<file path="src/rtl/pc_seq_pkg.sv">
// Shared types and constants for the pc_sequencer block: FSM state encoding,
// next-PC select codes, default PC step and trap vector, branch offset helper.
package pc_seq_pkg;

    typedef enum logic [2:0] {
        StIdle   = 3'd0,
        StFetch  = 3'd1,
        StDecode = 3'd2,
        StExec   = 3'd3,
        StUpdate = 3'd4,
        StHalt   = 3'd5
    } pc_state_e;

    typedef enum logic [1:0] {
        SelSeq    = 2'd0,
        SelBranch = 2'd1,
        SelJump   = 2'd2,
        SelTrap   = 2'd3
    } pc_sel_e;

    localparam logic [31:0] PC_STEP     = 32'd4;
    localparam logic [31:0] TRAP_VECTOR = 32'h0000_0080;

    // Word offset to byte offset: sign-extend and scale by 4.
    function automatic logic [31:0] branch_offset(input logic [15:0] imm16);
        return {{14{imm16[15]}}, imm16, 2'b00};
    endfunction

endpackage

</file>
<file path="src/rtl/pc_sequencer_if.sv">
// Bundle of PC register, instruction memory and decode/execute handshake
// signals seen by pc_sequencer. master = sequencer side, slave = environment.
interface pc_sequencer_if;

    logic [31:0] pc_cur;
    logic        imem_req;
    logic        imem_ack;
    logic        ir_we;
    logic        is_branch;
    logic        is_jump;
    logic        is_halt;
    logic        illegal_op;
    logic [15:0] imm16;
    logic [25:0] jtarget26;
    logic        exec_start;
    logic        exec_done;
    logic        branch_taken;
    logic        pc_we;
    logic [31:0] pc_next;
    logic        halted;
    logic        trap;
    logic [31:0] epc;

    modport master (
        input  pc_cur, imem_ack, is_branch, is_jump, is_halt, illegal_op, imm16, jtarget26,
               exec_done, branch_taken,
        output imem_req, ir_we, exec_start, pc_we, pc_next, halted, trap, epc
    );

    modport slave (
        output pc_cur, imem_ack, is_branch, is_jump, is_halt, illegal_op, imm16, jtarget26,
               exec_done, branch_taken,
        input  imem_req, ir_we, exec_start, pc_we, pc_next, halted, trap, epc
    );

endinterface

</file>
<file path="src/rtl/pc_next_calc.sv">
// Combinational next-PC target selection: sequential, branch, jump or trap.
module pc_next_calc
    import pc_seq_pkg::*;
#(
    parameter logic [31:0] PcStep     = PC_STEP,
    parameter logic [31:0] TrapVector = TRAP_VECTOR
) (
    input  logic [31:0] pc_cur_i,
    input  logic [15:0] imm16_i,
    input  logic [25:0] jtarget26_i,
    input  pc_sel_e     sel_i,
    output logic [31:0] target_o
);

    logic [31:0] pc_plus4;
    assign pc_plus4 = pc_cur_i + 32'd4;

    // Target mux; all sums wrap modulo 2^32.
    always_comb begin
        target_o = '0;
        unique case (sel_i)
            SelSeq:    target_o = pc_cur_i + PcStep;
            SelBranch: target_o = pc_plus4 + branch_offset(imm16_i);
            SelJump:   target_o = {pc_plus4[31:28], jtarget26_i, 2'b00};
            SelTrap:   target_o = TrapVector;
            default:   target_o = '0;
        endcase
    end

endmodule

</file>
<file path="src/rtl/pc_sequencer.sv">
// Multicycle fetch/decode/execute/update sequencer that owns the PC register
// write enable and next value. Optional illegal-opcode trap support is built
// when the PC_TRAP_EN macro is defined; otherwise trap and epc are tied to 0.
module pc_sequencer
    import pc_seq_pkg::*;
#(
    parameter logic [31:0] PcStep     = PC_STEP,
    parameter logic [31:0] TrapVector = TRAP_VECTOR
) (
    input  logic           CLK,
    input  logic           reset,
    pc_sequencer_if.master bus
);

    pc_state_e   state_q, state_d;
    logic        is_branch_q, is_jump_q;
    logic [15:0] imm16_q;
    logic [25:0] jtarget26_q;
    logic        exec_issued_q;
    logic [31:0] pc_next_q, pc_next_d;
    pc_sel_e     sel;
    logic [31:0] target;
    logic        trap_take;

`ifdef PC_TRAP_EN
    assign trap_take = bus.illegal_op;
`else
    assign trap_take = 1'b0;
`endif

    pc_next_calc #(
        .PcStep     (PcStep),
        .TrapVector (TrapVector)
    ) u_calc (
        .pc_cur_i    (bus.pc_cur),
        .imm16_i     (imm16_q),
        .jtarget26_i (jtarget26_q),
        .sel_i       (sel),
        .target_o    (target)
    );

    // State register.
    always_ff @(posedge CLK) begin
        if (reset) begin
            state_q <= StIdle;
        end else begin
            state_q <= state_d;
        end
    end

    // Next-state logic; ack/done are only looked at in their own states.
    always_comb begin
        state_d = state_q;
        unique case (state_q)
            StIdle:   state_d = StFetch;
            StFetch:  if (bus.imem_ack) state_d = StDecode;
            StDecode: begin
                if (bus.is_halt)      state_d = StHalt;
                else if (trap_take)   state_d = StUpdate;
                else                  state_d = StExec;
            end
            StExec:   if (bus.exec_done) state_d = StUpdate;
            StUpdate: state_d = StFetch;
            StHalt:   state_d = StHalt;
            default:  state_d = StIdle;
        endcase
    end

    // Next-PC select: a trap can only be taken from DECODE, so it outranks the rest.
    always_comb begin
        sel = SelSeq;
        if (state_q == StDecode)                   sel = SelTrap;
        else if (is_jump_q)                        sel = SelJump;
        else if (is_branch_q && bus.branch_taken)  sel = SelBranch;
    end

    // pc_next is captured on the transition into UPDATE and held afterwards.
    always_comb begin
        pc_next_d = pc_next_q;
        if ((state_q == StExec && bus.exec_done) ||
            (state_q == StDecode && !bus.is_halt && trap_take)) begin
            pc_next_d = target;
        end
    end

    // Decoded fields, execute-issued flag and next-PC register.
    always_ff @(posedge CLK) begin
        if (reset) begin
            is_branch_q   <= 1'b0;
            is_jump_q     <= 1'b0;
            imm16_q       <= '0;
            jtarget26_q   <= '0;
            exec_issued_q <= 1'b0;
            pc_next_q     <= '0;
        end else begin
            if (state_q == StDecode) begin
                is_branch_q <= bus.is_branch;
                is_jump_q   <= bus.is_jump;
                imm16_q     <= bus.imm16;
                jtarget26_q <= bus.jtarget26;
            end
            exec_issued_q <= (state_q == StExec);
            pc_next_q     <= pc_next_d;
        end
    end

`ifdef PC_TRAP_EN
    logic        trap_q;
    logic [31:0] epc_q;

    // trap_q is high for exactly the UPDATE cycle that follows a trapping DECODE.
    always_ff @(posedge CLK) begin
        if (reset) begin
            trap_q <= 1'b0;
            epc_q  <= '0;
        end else begin
            trap_q <= (state_q == StDecode) && !bus.is_halt && trap_take;
            if (state_q == StDecode && !bus.is_halt && trap_take) begin
                epc_q <= bus.pc_cur;
            end
        end
    end

    assign bus.trap = trap_q;
    assign bus.epc  = epc_q;
`else
    assign bus.trap = 1'b0;
    assign bus.epc  = '0;
`endif

    // Moore-style outputs decoded from state; ir_we follows ack within FETCH.
    always_comb begin
        bus.imem_req   = (state_q == StFetch);
        bus.ir_we      = (state_q == StFetch) && bus.imem_ack;
        bus.exec_start = (state_q == StExec) && !exec_issued_q;
        bus.pc_we      = (state_q == StUpdate);
        bus.halted     = (state_q == StHalt);
    end

    assign bus.pc_next = pc_next_q;

endmodule

</file>
<file path="src/flat_wrapper.sv">
// flat-port wrapper written by rule: the top's interface ports become plain ports
module pc_sequencer_flat import pc_seq_pkg::*;
#(
    parameter logic [31:0] PcStep     = PC_STEP,
    parameter logic [31:0] TrapVector = TRAP_VECTOR
)
  (CLK, reset, bus_pc_cur, bus_imem_ack, bus_is_branch, bus_is_jump, bus_is_halt, bus_illegal_op, bus_imm16, bus_jtarget26, bus_exec_done, bus_branch_taken, bus_imem_req, bus_ir_we, bus_exec_start, bus_pc_we, bus_pc_next, bus_halted, bus_trap, bus_epc);
  pc_sequencer_if bus_i ();
  input  logic CLK;
  input  logic reset;
  input wire logic [$bits(bus_i.pc_cur)-1:0] bus_pc_cur;
  input wire logic [$bits(bus_i.imem_ack)-1:0] bus_imem_ack;
  input wire logic [$bits(bus_i.is_branch)-1:0] bus_is_branch;
  input wire logic [$bits(bus_i.is_jump)-1:0] bus_is_jump;
  input wire logic [$bits(bus_i.is_halt)-1:0] bus_is_halt;
  input wire logic [$bits(bus_i.illegal_op)-1:0] bus_illegal_op;
  input wire logic [$bits(bus_i.imm16)-1:0] bus_imm16;
  input wire logic [$bits(bus_i.jtarget26)-1:0] bus_jtarget26;
  input wire logic [$bits(bus_i.exec_done)-1:0] bus_exec_done;
  input wire logic [$bits(bus_i.branch_taken)-1:0] bus_branch_taken;
  output wire logic [$bits(bus_i.imem_req)-1:0] bus_imem_req;
  output wire logic [$bits(bus_i.ir_we)-1:0] bus_ir_we;
  output wire logic [$bits(bus_i.exec_start)-1:0] bus_exec_start;
  output wire logic [$bits(bus_i.pc_we)-1:0] bus_pc_we;
  output wire logic [$bits(bus_i.pc_next)-1:0] bus_pc_next;
  output wire logic [$bits(bus_i.halted)-1:0] bus_halted;
  output wire logic [$bits(bus_i.trap)-1:0] bus_trap;
  output wire logic [$bits(bus_i.epc)-1:0] bus_epc;
  assign bus_i.pc_cur = bus_pc_cur;
  assign bus_i.imem_ack = bus_imem_ack;
  assign bus_i.is_branch = bus_is_branch;
  assign bus_i.is_jump = bus_is_jump;
  assign bus_i.is_halt = bus_is_halt;
  assign bus_i.illegal_op = bus_illegal_op;
  assign bus_i.imm16 = bus_imm16;
  assign bus_i.jtarget26 = bus_jtarget26;
  assign bus_i.exec_done = bus_exec_done;
  assign bus_i.branch_taken = bus_branch_taken;
  assign bus_imem_req = bus_i.imem_req;
  assign bus_ir_we = bus_i.ir_we;
  assign bus_exec_start = bus_i.exec_start;
  assign bus_pc_we = bus_i.pc_we;
  assign bus_pc_next = bus_i.pc_next;
  assign bus_halted = bus_i.halted;
  assign bus_trap = bus_i.trap;
  assign bus_epc = bus_i.epc;
  pc_sequencer #(.PcStep(PcStep), .TrapVector(TrapVector)) u_core (.CLK(CLK), .reset(reset), .bus(bus_i));
endmodule
</file>
<file path="config.mk">
export PLATFORM = sky130hd
export DESIGN_NAME = pc_sequencer_flat
export DESIGN_NICKNAME = d
export VERILOG_FILES = /design/src/rtl/pc_seq_pkg.sv /design/src/rtl/pc_sequencer_if.sv /design/src/rtl/pc_next_calc.sv /design/src/rtl/pc_sequencer.sv /design/src/flat_wrapper.sv
export SDC_FILE = /design/constraint.sdc
export NUM_CORES = 1
export LEC_CHECK = 0
export BUFFER_PORTS_ARGS = -buffer_cell sky130_fd_sc_hd__buf_2
export CORE_MARGIN = 10
export CORE_UTILIZATION = 54
export DETAILED_ROUTE_END_ITERATION = 8
export PLACE_DENSITY = 0.82
export SETUP_SLACK_MARGIN = 0.1
export SYNTH_ARGS = -nofsm -noshare
export SYNTH_HDL_FRONTEND = slang
export SYNTH_SLANG_ARGS = --single-unit
</file>
<file path="constraint.sdc">
create_clock -name CLK -period 4.3 [get_ports CLK]
set_input_delay 0.86 -clock CLK [delete_from_list [all_inputs] [get_ports CLK]]
set_output_delay 0.86 -clock CLK [all_outputs]
set_load 0.05 [all_outputs]
</file>
Word level (Yosys, flattened, before mapping). Index checks and enable logic that the tools add are counted.

Add/subtract/negate cells: 2. Eq/ne operators: 10. Multiplexer cells: 8. Reductions and logical operators: 9.

Operators with widths (count): case mux 32 bit (4 select lines) (1); adder 32 x 3 -> 32 bit, second input constant (1); adder 32 bit (1); case mux 3 bit (5 select lines) (1); two-way mux 3 bit (3); equality test 3 x 2 -> 1 bit, second input constant (2); equality test 3 bit, second input constant (2); equality test 2 bit, second input constant (2); logical AND 1 bit (4); two-way mux 2 bit (2); inequality test 2 bit, second input constant (2); equality test 3 x 1 -> 1 bit, second input constant (1); zero test 3 bit (1); equality test 2 x 1 -> 1 bit, second input constant (1); zero test 2 bit (1); AND reduction 2 bit (1); OR reduction 2 bit (1); zero test 1 bit (1); two-way mux 1 bit (1).

Register bits after elaboration: 80. Input port bits: 83. Output and inout bits: 70.

Depth between registers and ports, before layout. Gate-level depths: netlist of run 1.

Depth in word-level cells: 6. Depth in mapped cells: 16. Depth with buffers taken out: 16.

By module. A second synthesis of run 1 with hierarchy kept.

Cell total of the unflattened synthesis: 767. Area total of the unflattened synthesis: 5830.6 um2.

By module, submodules not included: pc_sequencer (times used 1, cells each 397, area an instance 3196.8 um2, seq. area each 1601.5 um2); pc_next_calc (times used 1, cells each 370, area an instance 2633.8 um2, seq. area each 0.0 um2).

Least setup slack after synthesis of run 1. No wires, ideal clock.

Path kind: input port to flip-flop. Start point: in bus_pc_cur[5]. End point: reg u_core.pc_next_q[29] (netlist: u_core.bus.pc_next[29]). Data arrival time: 3726 ps. Data required time: 4214 ps. Path slack: 488 ps. Stages on the path: 15. Path buffers: 0. Path through: and3_1 > nand2_1 > or3_4 > nor2_1 > xor2_1 > ha_1 > nand2_1 > o31ai_2 > a311oi_2 > o31a_1 > o21ai_2 > nand2_2 > a211o_1 > mux2i_1 > a211oi_1.

Cells in the longest elaborated chain, start to end: 3.

Ends and longest elaborated chain: start, declared (RTL line flat_wrapper.sv:11) `input wire logic [$bits(bus_i.pc_cur)-1:0] bus_pc_cur;`; adder 32 x 3 -> 32 bit (*) (RTL line pc_next_calc.sv:16, pc_next_calc.sv:22); adder 32 bit (RTL line pc_next_calc.sv:23) `SelBranch: target_o = pc_plus4 + branch_offset(imm16_i);`; case mux 32 bit (4 select lines) (*) (RTL line pc_next_calc.sv:21) `unique case (sel_i)`; end signal, assigned (RTL line pc_sequencer.sv:103) `pc_next_q <= pc_next_d;`; end, declared (RTL line pc_sequencer.sv:20) `logic [31:0] pc_next_q, pc_next_d;`.

Every way passes the cells marked *; elsewhere a longest branch is shown, timed or not. A chain may end at the register's enable or synchronous reset.

Worst setup path after layout of run 1.
Start point: in bus_pc_cur[6]. End point: reg u_core.pc_next_q[26] (netlist: u_core.bus.pc_next[26]).

The elaborated chain is that of the path after synthesis.

==> results of run 1 <==
[logic make-up (layout without fill, tap and decap cells)]
family,after synthesis,after routing
compound gates,218,218
xor+xnor,49,49
fa+ha+maj,37,37
buf+inv,87,188
flops,80,80
mux,3,3
other cells,1,33
simple gates,279,279
[per-layer routing]
metal	part of all wire, %	GRT usage, %
met5	0	0
met4	2.1	8.91
met3	8.5	5.00
met2	47	37.3
met1	43	28.8
[flip-flops by register name, indices dropped and copies added (netlist names)]
name	cells
u_core.is_jump_q	1
u_core.imm16_q	16
u_core.state_q	3
u_core.is_branch_q	1
u_core.exec_issued_q	1
u_core.jtarget26_q	26
u_core.bus.pc_next	32
[power by group]
| group | total (mW) | internal, mW | leakage (nW) | switching (mW) |
|---|---|---|---|---|
| registers | 0.777 | 0.760 | 0.647 | 0.0173 |
| clock network | 0.673 | 0.384 | 0.116 | 0.289 |
| logic | 0.437 | 0.141 | 2.14 | 0.296 |
| total | 1.89 | 1.28 | 2.90 | 0.602 |
[final cells by class]
class	count	area, sq um	share of cell area [%]
inverters	18	67.6	1.01
clock buffers	10	128	1.92
clock inverters	6	108	1.61
repair buffers	154	861	12.9
well taps	136	170	2.55
multi-input cells	619	3730	56.0
flip-flops and latches	80	1600	24.0
[cell usage in the layout, fill, tap and decap left out, types with 4 or more instances in the layout]
cell	n
a211oi_1	9
a21o_1	11
a21oi_1	85
a221oi_1	8
a31oi_1	5
and3_1	5
buf_2	118
buf_4	36
clkbuf_8	9
conb_1	33
dfxtp_1	80
ha_1	36
inv_1	18
nand2_1	144
nand3_1	26
nand4_1	9
nor2_1	53
nor3_1	17
o211ai_1	9
o21a_1	4
o21ai_0	40
o21ai_2	4
o221ai_1	7
or3_1	4
xnor2_1	29
xor2_1	18
[worst min-delay path, delay by kind of cell, from the launching register on]
family,cells,cell delay (ns)
DFF,1,0.32
and+or+nand+nor,2,0.09
[final timing paths]
| path | cells after the start | slack [ns] | endpoint |
|---|---|---|---|
| max | 16 | 0.41 | u_core.bus.pc_next[26] |
| min | 2 | 0.44 | u_core.bus.pc_next[22] |
| max reg2reg | 9 | 1.17 | u_core.bus.pc_next[26] |
| min reg2reg | 2 | 0.44 | u_core.bus.pc_next[22] |
[through the flow]
step           hold slack (ns)  util [%]
2_1_floorplan            0.433         -
3_3_place_gp             0.425      62.6
3_5_place_dp             0.436      62.6
4_1_cts                  0.448      64.8
5_1_grt                  0.461      64.8
6_report                 0.443      64.8
==> results.txt, run 1 <==
Status = finished, final reports clean
Clock Skews = 0.0134 ns
Die Y = 123 um
Worst relative slew slack = 32.1%
Syn_area_per_cell = 7.54 sq um
Core area = 0.0103 sq mm
Hold Crit Class = flop to flop
Initial antenna violation count = 0
Fin crit share = 90.6%
DRC errors left = 0
Critical Path RT = 4.55 ns
Detail Placement HPWL = 13.0 mm
Netlist cell types = 69
Synth Area in Compound Gates = 24.7%
Rows = 37
WP buf/inv = 2
Reg2reg start = u_core.imm16_q[15]
Critical Path Fanout Max = 5
P_leak = 2.90 nW
Most used flip-flop cell after synthesis = dfxtp_1
CTS root buf = clkbuf_8
GR Overflow Total = 0
Number of CTS-inserted buffers = 9
I/O Pins = 153
Syn Inst Count = 754
Pre-CTS WS = 0.0538 ns
Clock transition at path regs = 0.08 ns
Max clock buf depth = 2
Post-DRT Antenna Nets = 0
Max Fclk = 0.257 GHz
Nature of the critical path endpoint = flop
Xor and xnor area share after synthesis = 7.82%
Overall Power = 1.89 mW
Synthesized area = 0.00568 sq mm
First-pass GRT wire length = 27.8 mm
Drt first-iter violations = 361
Mux cell area share after synthesis = 0.529%
CTS resizes = 0
Final hold viol count = 0
Design area = 0.00666 sq mm
Port bufs = 118
Die area = 0.0150 sq mm
Post-synthesis adder-cell area fraction = 8.28%
CP Cell Sequence = buf_2 -> and3_1 -> nand2_1 -> or3_4 -> nor2_1 -> xor2_1 -> ha_1 -> a21oi_1 -> o221ai_1 -> nor2_1 -> a211oi_1 -> buf_4 -> or3_1 -> a311o_1 -> a31oi_1 -> nor3_1
Final cell count without fillers = 1023
Post-synth EDFFs = 0
Synth warnings = 0
Clock sink total = 80
CP arrival = 4.14 ns
Hold_sp = u_core.bus.pc_next[22]
First drt pass iteration count = 5
Final net count = 1002
Vias in the first global route = 5635
CTS tree = built
Crit. Startpoint = bus_pc_cur[6]
Max_cap viols = 0
TNS Setup = 0 ns
Top cell type's share of synthesized area = 28.2%
Asr flop ratio synth = 0%
Slew Limit Fails = 0
Critical path class = input pin to flop
Post-CTS setup buffer count = 0
Worst IR Drop VDD = 183 uV
WL final = 17.4 mm
Post-route minimum period = 3.89 ns
Ant diodes = 0
# H-tree levels = 3
Largest net degree at the start of global routing = 52
DR WL/cell = 17.0 um
Hold Buf Count CTS = 0
DP Area = 0.00643 sq mm
CP most frequent cell = nor2_1
PD cells = 283 mW/mm^2
Clk_lat worst skew = 0.38 ns
Most frequent cell after synthesis = nand2_1
Area Growth Syn to Fin = 17.3%
Final WS setup = 0.406 ns
Actual slew at the worst max-slew pin = 1.01 ns
Total global-route track usage = 22.9%
Family with the most delay on the worst path = simple AND/OR/NAND/NOR gates
Largest stage delay, worst path = 0.41 ns
FF+latch count, synth = 80
Main combinational cell family by area after synthesis = compound AO/OA/AOI/OAI gates
Cell taking the most area after synthesis = dfxtp_1
Fillers = 958
Vias per cell = 5.71
Post-synthesis simple-gate area fraction = 22.0%
Initial Util = 55.3%
Post-synth top cells = nand2_1 (144), a21oi_1 (85), dfxtp_1 (80)
RSZ-0062 raised after global routing = false
Slowest cell on crit path = or3_4
Seq/Total Area, Yosys = 28.2%
Placed insts = 1007
CP Launch Type = input pin
Setup violators final = 0
Die width = 123 um
Placer Congestion = 0.927
Share of layout cells above drive strength 1 = 22.0%
Vias = 5841
Synth area leaders = dfxtp_1 (28%), nand2_1 (9.5%), ha_1 (7.9%), a21oi_1 (7.5%), buf_4 (4.6%)
(Power assumes the default switching activity.)
==> inputs of run 2 (changes only) <==
--- a/config.mk
+++ b/config.mk
@@ -7,9 +7,9 @@
 export LEC_CHECK = 0
 export BUFFER_PORTS_ARGS = -buffer_cell sky130_fd_sc_hd__buf_2
 export CORE_MARGIN = 10
-export CORE_UTILIZATION = 54
+export CORE_UTILIZATION = 49
 export DETAILED_ROUTE_END_ITERATION = 8
-export PLACE_DENSITY = 0.82
+export PLACE_DENSITY = 0.78
 export SETUP_SLACK_MARGIN = 0.1
 export SYNTH_ARGS = -nofsm -noshare
 export SYNTH_HDL_FRONTEND = slang
==> constraint.sdc (replaced) <==
create_clock -name CLK -period 3.35 [get_ports CLK]
set_input_delay 0.67 -clock CLK [delete_from_list [all_inputs] [get_ports CLK]]
set_output_delay 0.67 -clock CLK [all_outputs]
set_load 0.05 [all_outputs]
==> run 2 against run 1 <==
  * The flow now finishes with violations (negative setup slack)
  * Hold slack worse by 0.0012 ns
  * Sequential cell count unchanged
  * Total power up 48%
  * Register-to-register slack worse by 0.72 ns
  * Combinational power up 78%
  * Design area up 27%
  * Global-route usage up 1.2 points
  * Worst setup slack worse by 0.64 ns
  * First-iteration DRC count up 46%
  * Clock skew down 0.0013 ns
  * Count of clock-buffer cells in the layout down 1
  * Routed wire length up 23%
  * Critical path type unchanged
  * Largest cell class unchanged
==> results.txt, run 2 (synthesis results as in run 1) <==
Status = finished with violations
Failing checks = negative setup slack
Critical path class = input pin to flop
Die Y = 128 um
Placed insts = 1121
Final WS setup = -0.234 ns
Critical Path Fanout Max = 5
Worst IR Drop VDD = 300 uV
Hold Buf Count CTS = 0
Setup violators final = 6
Worst relative slew slack = 44.4%
CP Cell Sequence = buf_6 -> and3_4 -> nand2_2 -> or3_4 -> buf_6 -> nor3_4 -> xnor2_2 -> ha_1 -> buf_4 -> nand4_1 -> a211oi_2 -> buf_4 -> o31ai_4 -> buf_4 -> buf_6 -> a211oi_4 -> a41oi_2 -> o41ai_2
TNS Setup = -0.552 ns
Largest register FFs = 32
Final hold viol count = 0
Commonest cells after routing, fill and taps aside = buf_4 (172), nand2_1 (136), buf_2 (107)
Max Fclk = 0.279 GHz
Share of layout cells above drive strength 1 = 40.7%
Final core utilization = 74.4%
Nature of the critical path endpoint = flop
DRC errors left = 0
Clock Skews = 0.0121 ns
Clock transition at path regs = 0.06 ns
Vias = 6666
Number of CTS-inserted buffers = 9
Placer Congestion = 0.953
Area Growth Syn to Fin = 48.9%
Family with the most delay on the worst path = simple AND/OR/NAND/NOR gates
Clock sink total = 80
Slowest cell on crit path = or3_4
Initial Util = 50.0%
WL final = 21.4 mm
P_leak = 3.80 nW
Die area = 0.0163 sq mm
First-pass GRT wire length = 32.1 mm
DR WL/cell = 18.3 um
Core area = 0.0114 sq mm
Detail Placement HPWL = 15.1 mm
Drt first-iter violations = 527
Max clock buf depth = 2
Total global-route track usage = 24.1%
Die width = 128 um
Final net count = 1144
First drt pass iteration count = 7
Hold Crit Class = flop to flop
Initial antenna violation count = 1
CP arrival = 3.84 ns
Slew Limit Fails = 0
Pre-CTS WS = -0.560 ns
Clk_lat worst skew = 0.36 ns
WP buf/inv = 6
I/O Pins = 153
Fin crit share = 107%
Final cell count without fillers = 1173
Critical Path RT = 3.60 ns
Max_cap viols = 0
GR Overflow Total = 0
Largest net degree at the start of global routing = 50
# H-tree levels = 3
Most common cell after layout, fill and taps aside = buf_4
Rows = 39
Post-route minimum period = 3.58 ns
PD cells = 330 mW/mm^2
Port bufs = 118
CTS tree = built
Largest stage delay, worst path = 0.39 ns
Post-DRT Antenna Nets = 0
CP Launch Type = input pin
RSZ-0062 raised after global routing = true
CTS root buf = clkbuf_16
Vias per cell = 5.68
Actual slew at the worst max-slew pin = 0.832 ns
Vias in the first global route = 6372
run 2: final cells by class:
class,instances,area (sq um)
Sequential cell,80,1600
Tap cell,143,179
Inverter,18,67.6
Clock buffer,9,225
Fill cell,839,2910
Timing Repair Buffer,296,2020
Antenna cell,1,2.50
Clock inverter,7,78.8
Multi-Input combinational cell,619,4290
run 2: worst paths after layout:
path,start,endpoint,slack (ns),depth (start not counted)
max,bus_pc_cur[5],u_core.bus.pc_next[28],-0.23,18
min,u_core.bus.pc_next[22],u_core.bus.pc_next[22],0.44,2
max reg2reg,u_core.imm16_q[15],u_core.bus.pc_next[28],0.45,11
min reg2reg,u_core.bus.pc_next[22],u_core.bus.pc_next[22],0.44,2
run 2: routing by layer:
| layer | global-route usage (%) | wire length, um | vias up |
|---|---|---|---|
| met3 | 6.20 | 1590 | 83 |
| met2 | 40.2 | 10300 | 328 |
| met1 | 28.4 | 8730 | 3117 |
| met5 | 0 | 0 | - |
| met4 | 11.0 | 819 | 0 |
| li1 | - | - | 3138 |
run 2: what timing repair did:
item                                    in CTS  in global routing
endpoints found under the setup margin      14                 21
buffers inserted                            27                 14
pin swaps                                   33                 59
resized for setup                           51                 74
run 2: worst register-to-register path, stage by stage (launching register included):
cell      delay [ns]
dfxtp_1         0.67
buf_4           0.34
ha_1            0.33
nand4_1         0.19
a211oi_2        0.27
buf_4           0.18
o31ai_4         0.08
buf_4           0.15
buf_6           0.11
a211oi_4        0.20
a41oi_2         0.07
o41ai_2         0.23
run 2: metrics by stage:
stage	power, mW	cell area (sq um)	hold WS [ns]
after floorplan	1.44	5850	0.433
after global placement	1.66	7290	0.424
after detailed placement	1.67	7290	0.433
after CTS	2.73	8040	0.449
after global routing	2.89	8460	0.472
final	2.79	8460	0.442
run 2: power by group:
part           switching (mW)  internal, mW
clock network           0.429         0.583
logic                   0.463         0.318
registers              0.0227         0.976
total                   0.915          1.88
==> inputs of run 3 (changes only) <==
--- a/config.mk
+++ b/config.mk
@@ -7,10 +7,10 @@
 export LEC_CHECK = 0
 export BUFFER_PORTS_ARGS = -buffer_cell sky130_fd_sc_hd__buf_2
 export CORE_MARGIN = 10
-export CORE_UTILIZATION = 49
+export CORE_UTILIZATION = 39
 export DETAILED_ROUTE_END_ITERATION = 8
-export PLACE_DENSITY = 0.78
 export SETUP_SLACK_MARGIN = 0.1
+export SKIP_CTS_REPAIR_TIMING = 1
 export SYNTH_ARGS = -nofsm -noshare
 export SYNTH_HDL_FRONTEND = slang
 export SYNTH_SLANG_ARGS = --single-unit
==> run 3 against run 2 <==
  * The run still ends with negative setup slack left
  * Clock power up 11%
  * Clock skew down 0.0021 ns
  * First-iteration DRC count down 16%
  * Combinational power down 3.6%
  * Routed wire length down 3.6%
  * Non-clock buffer count down 18
  * Hold slack worse by 0.0030 ns
  * Critical path type unchanged
  * Highest routed layer unchanged
==> results.txt, run 3 (synthesis results as in run 1) <==
Family with the most delay on the worst path = simple AND/OR/NAND/NOR gates
Final WS setup = -0.0968 ns
Area Growth Syn to Fin = 47.6%
DP Area = 0.00735 sq mm
Critical path class = input pin to flop
Share of layout cells above drive strength 1 = 39.2%
Vias = 6185
Most common cell after layout, fill and taps aside = buf_4
Clock Skews = 0.00997 ns
Reg2reg setup slack = 0.57 ns
Clock sink total = 80
Levels on crit path = 17
Status = finished with violations
Number of cells on the worst reg-to-reg path = 9
Hold Crit Class = flop to flop
I/O Pins = 153
Critical Path RT = 3.57 ns
TNS Setup = -0.213 ns
Design area = 0.00839 sq mm
Drt first-iter violations = 444
Die width = 141 um
Die area = 0.0198 sq mm
Nature of the critical path endpoint = flop
Placed insts = 1164
Slew Limit Fails = 0
Final core utilization = 58.1%
Setup violators final = 5
GR Overflow Total = 0
# H-tree levels = 3
Pre-CTS WS = -0.557 ns
Vias in the first global route = 6063
DR WL/cell = 17.3 um
P_leak = 3.72 nW
WL final = 20.7 mm
Post-route minimum period = 3.45 ns
Detail Placement HPWL = 15.3 mm
Total global-route track usage = 19.8%
DRC errors left = 0
Failing checks = negative setup slack
Slowest cell on crit path = or3_4
Initial antenna violation count = 0
Max Fclk = 0.290 GHz
CP Launch Type = input pin
Critical Path Fanout Max = 5
Port bufs = 118
CP Cell Sequence = buf_6 -> and3_4 -> nand2_2 -> or3_4 -> nor2_4 -> xor2_2 -> ha_4 -> a21oi_4 -> o221ai_2 -> nor2_2 -> a211oi_2 -> buf_4 -> o31ai_4 -> o21ai_2 -> xor2_1 -> a221oi_2 -> nor3_1
Final hold viol count = 0
Post-DRT Antenna Nets = 0
Actual slew at the worst max-slew pin = 0.859 ns
Vias per cell = 5.18
Clock transition at path regs = 0.06 ns
CP arrival = 3.67 ns
Overall Power = 2.87 mW
Rows = 44
Initial Util = 39.4%
Max clock buf depth = 2
Largest net degree at the start of global routing = 60
CTS tree = built
Largest stage delay, worst path = 0.41 ns
Final cell count without fillers = 1195
Hold path depth = 2
PD cells = 343 mW/mm^2
First-pass GRT wire length = 32.0 mm
Commonest cells after routing, fill and taps aside = buf_4 (156), nand2_1 (135), buf_2 (113)
Core area = 0.0144 sq mm
Die Y = 141 um
Worst relative slew slack = 42.5%
Max_cap viols = 0
Number of CTS-inserted buffers = 9
CTS root buf = clkbuf_16
Largest register FFs = 32
Ant diodes = 0
Fin crit share = 103%
Clk_lat worst skew = 0.35 ns
RSZ-0062 raised after global routing = true
Final net count = 1126
Worst IR Drop VDD = 219 uV
WP buf/inv = 2
Placer Congestion = 0.942
First drt pass iteration count = 5
Final hold slack = 0.439 ns
[run 3: changes by cell type in the layout (fill, tap and decap cells not counted), sizes merged]
cell,delta
buf,-18
clkbuf,+5
clkinvlp,-3
inv,-2
bufinv,+1
clkinv,-1
diode,-1
[run 3: tightest hold or removal path: cells and delay by family, from the launching register on]
kind	cells	cell delay (ns)
DFF	1	0.31
and+or+nand+nor	2	0.09
[run 3: worst paths after layout]
check	endpoint	startpoint
setup / recovery	u_core.bus.pc_next[30]	bus_pc_cur[5]
hold reg to reg	u_core.bus.pc_next[22]	u_core.bus.pc_next[22]
hold / removal	u_core.bus.pc_next[22]	u_core.bus.pc_next[22]
setup reg to reg	u_core.bus.pc_next[30]	u_core.imm16_q[15]
[run 3: per-layer routing]
metal	GRT usage (%)	up-vias	share of wire, %
li1	-	3088	-
met1	25.3	2888	45
met2	32.8	187	48
met3	3.93	22	5.7
met4	5.71	0	1.3
met5	0	-	0
[run 3: final cells by class]
type	instances	area [sq um]
Timing Repair Buffer	278	1840
Clock buffer	14	274
Clock inverter	2	60.1
Sequential cell	80	1600
Inverter	18	67.6
Fill cell	1350	6040
Multi-Input combinational cell	619	4310
Tap cell	184	230
[run 3: power breakdown]
part | internal [mW] | switching (mW)
Clock | 0.715 | 0.407
Combinational | 0.305 | 0.447
Sequential | 0.977 | 0.0236
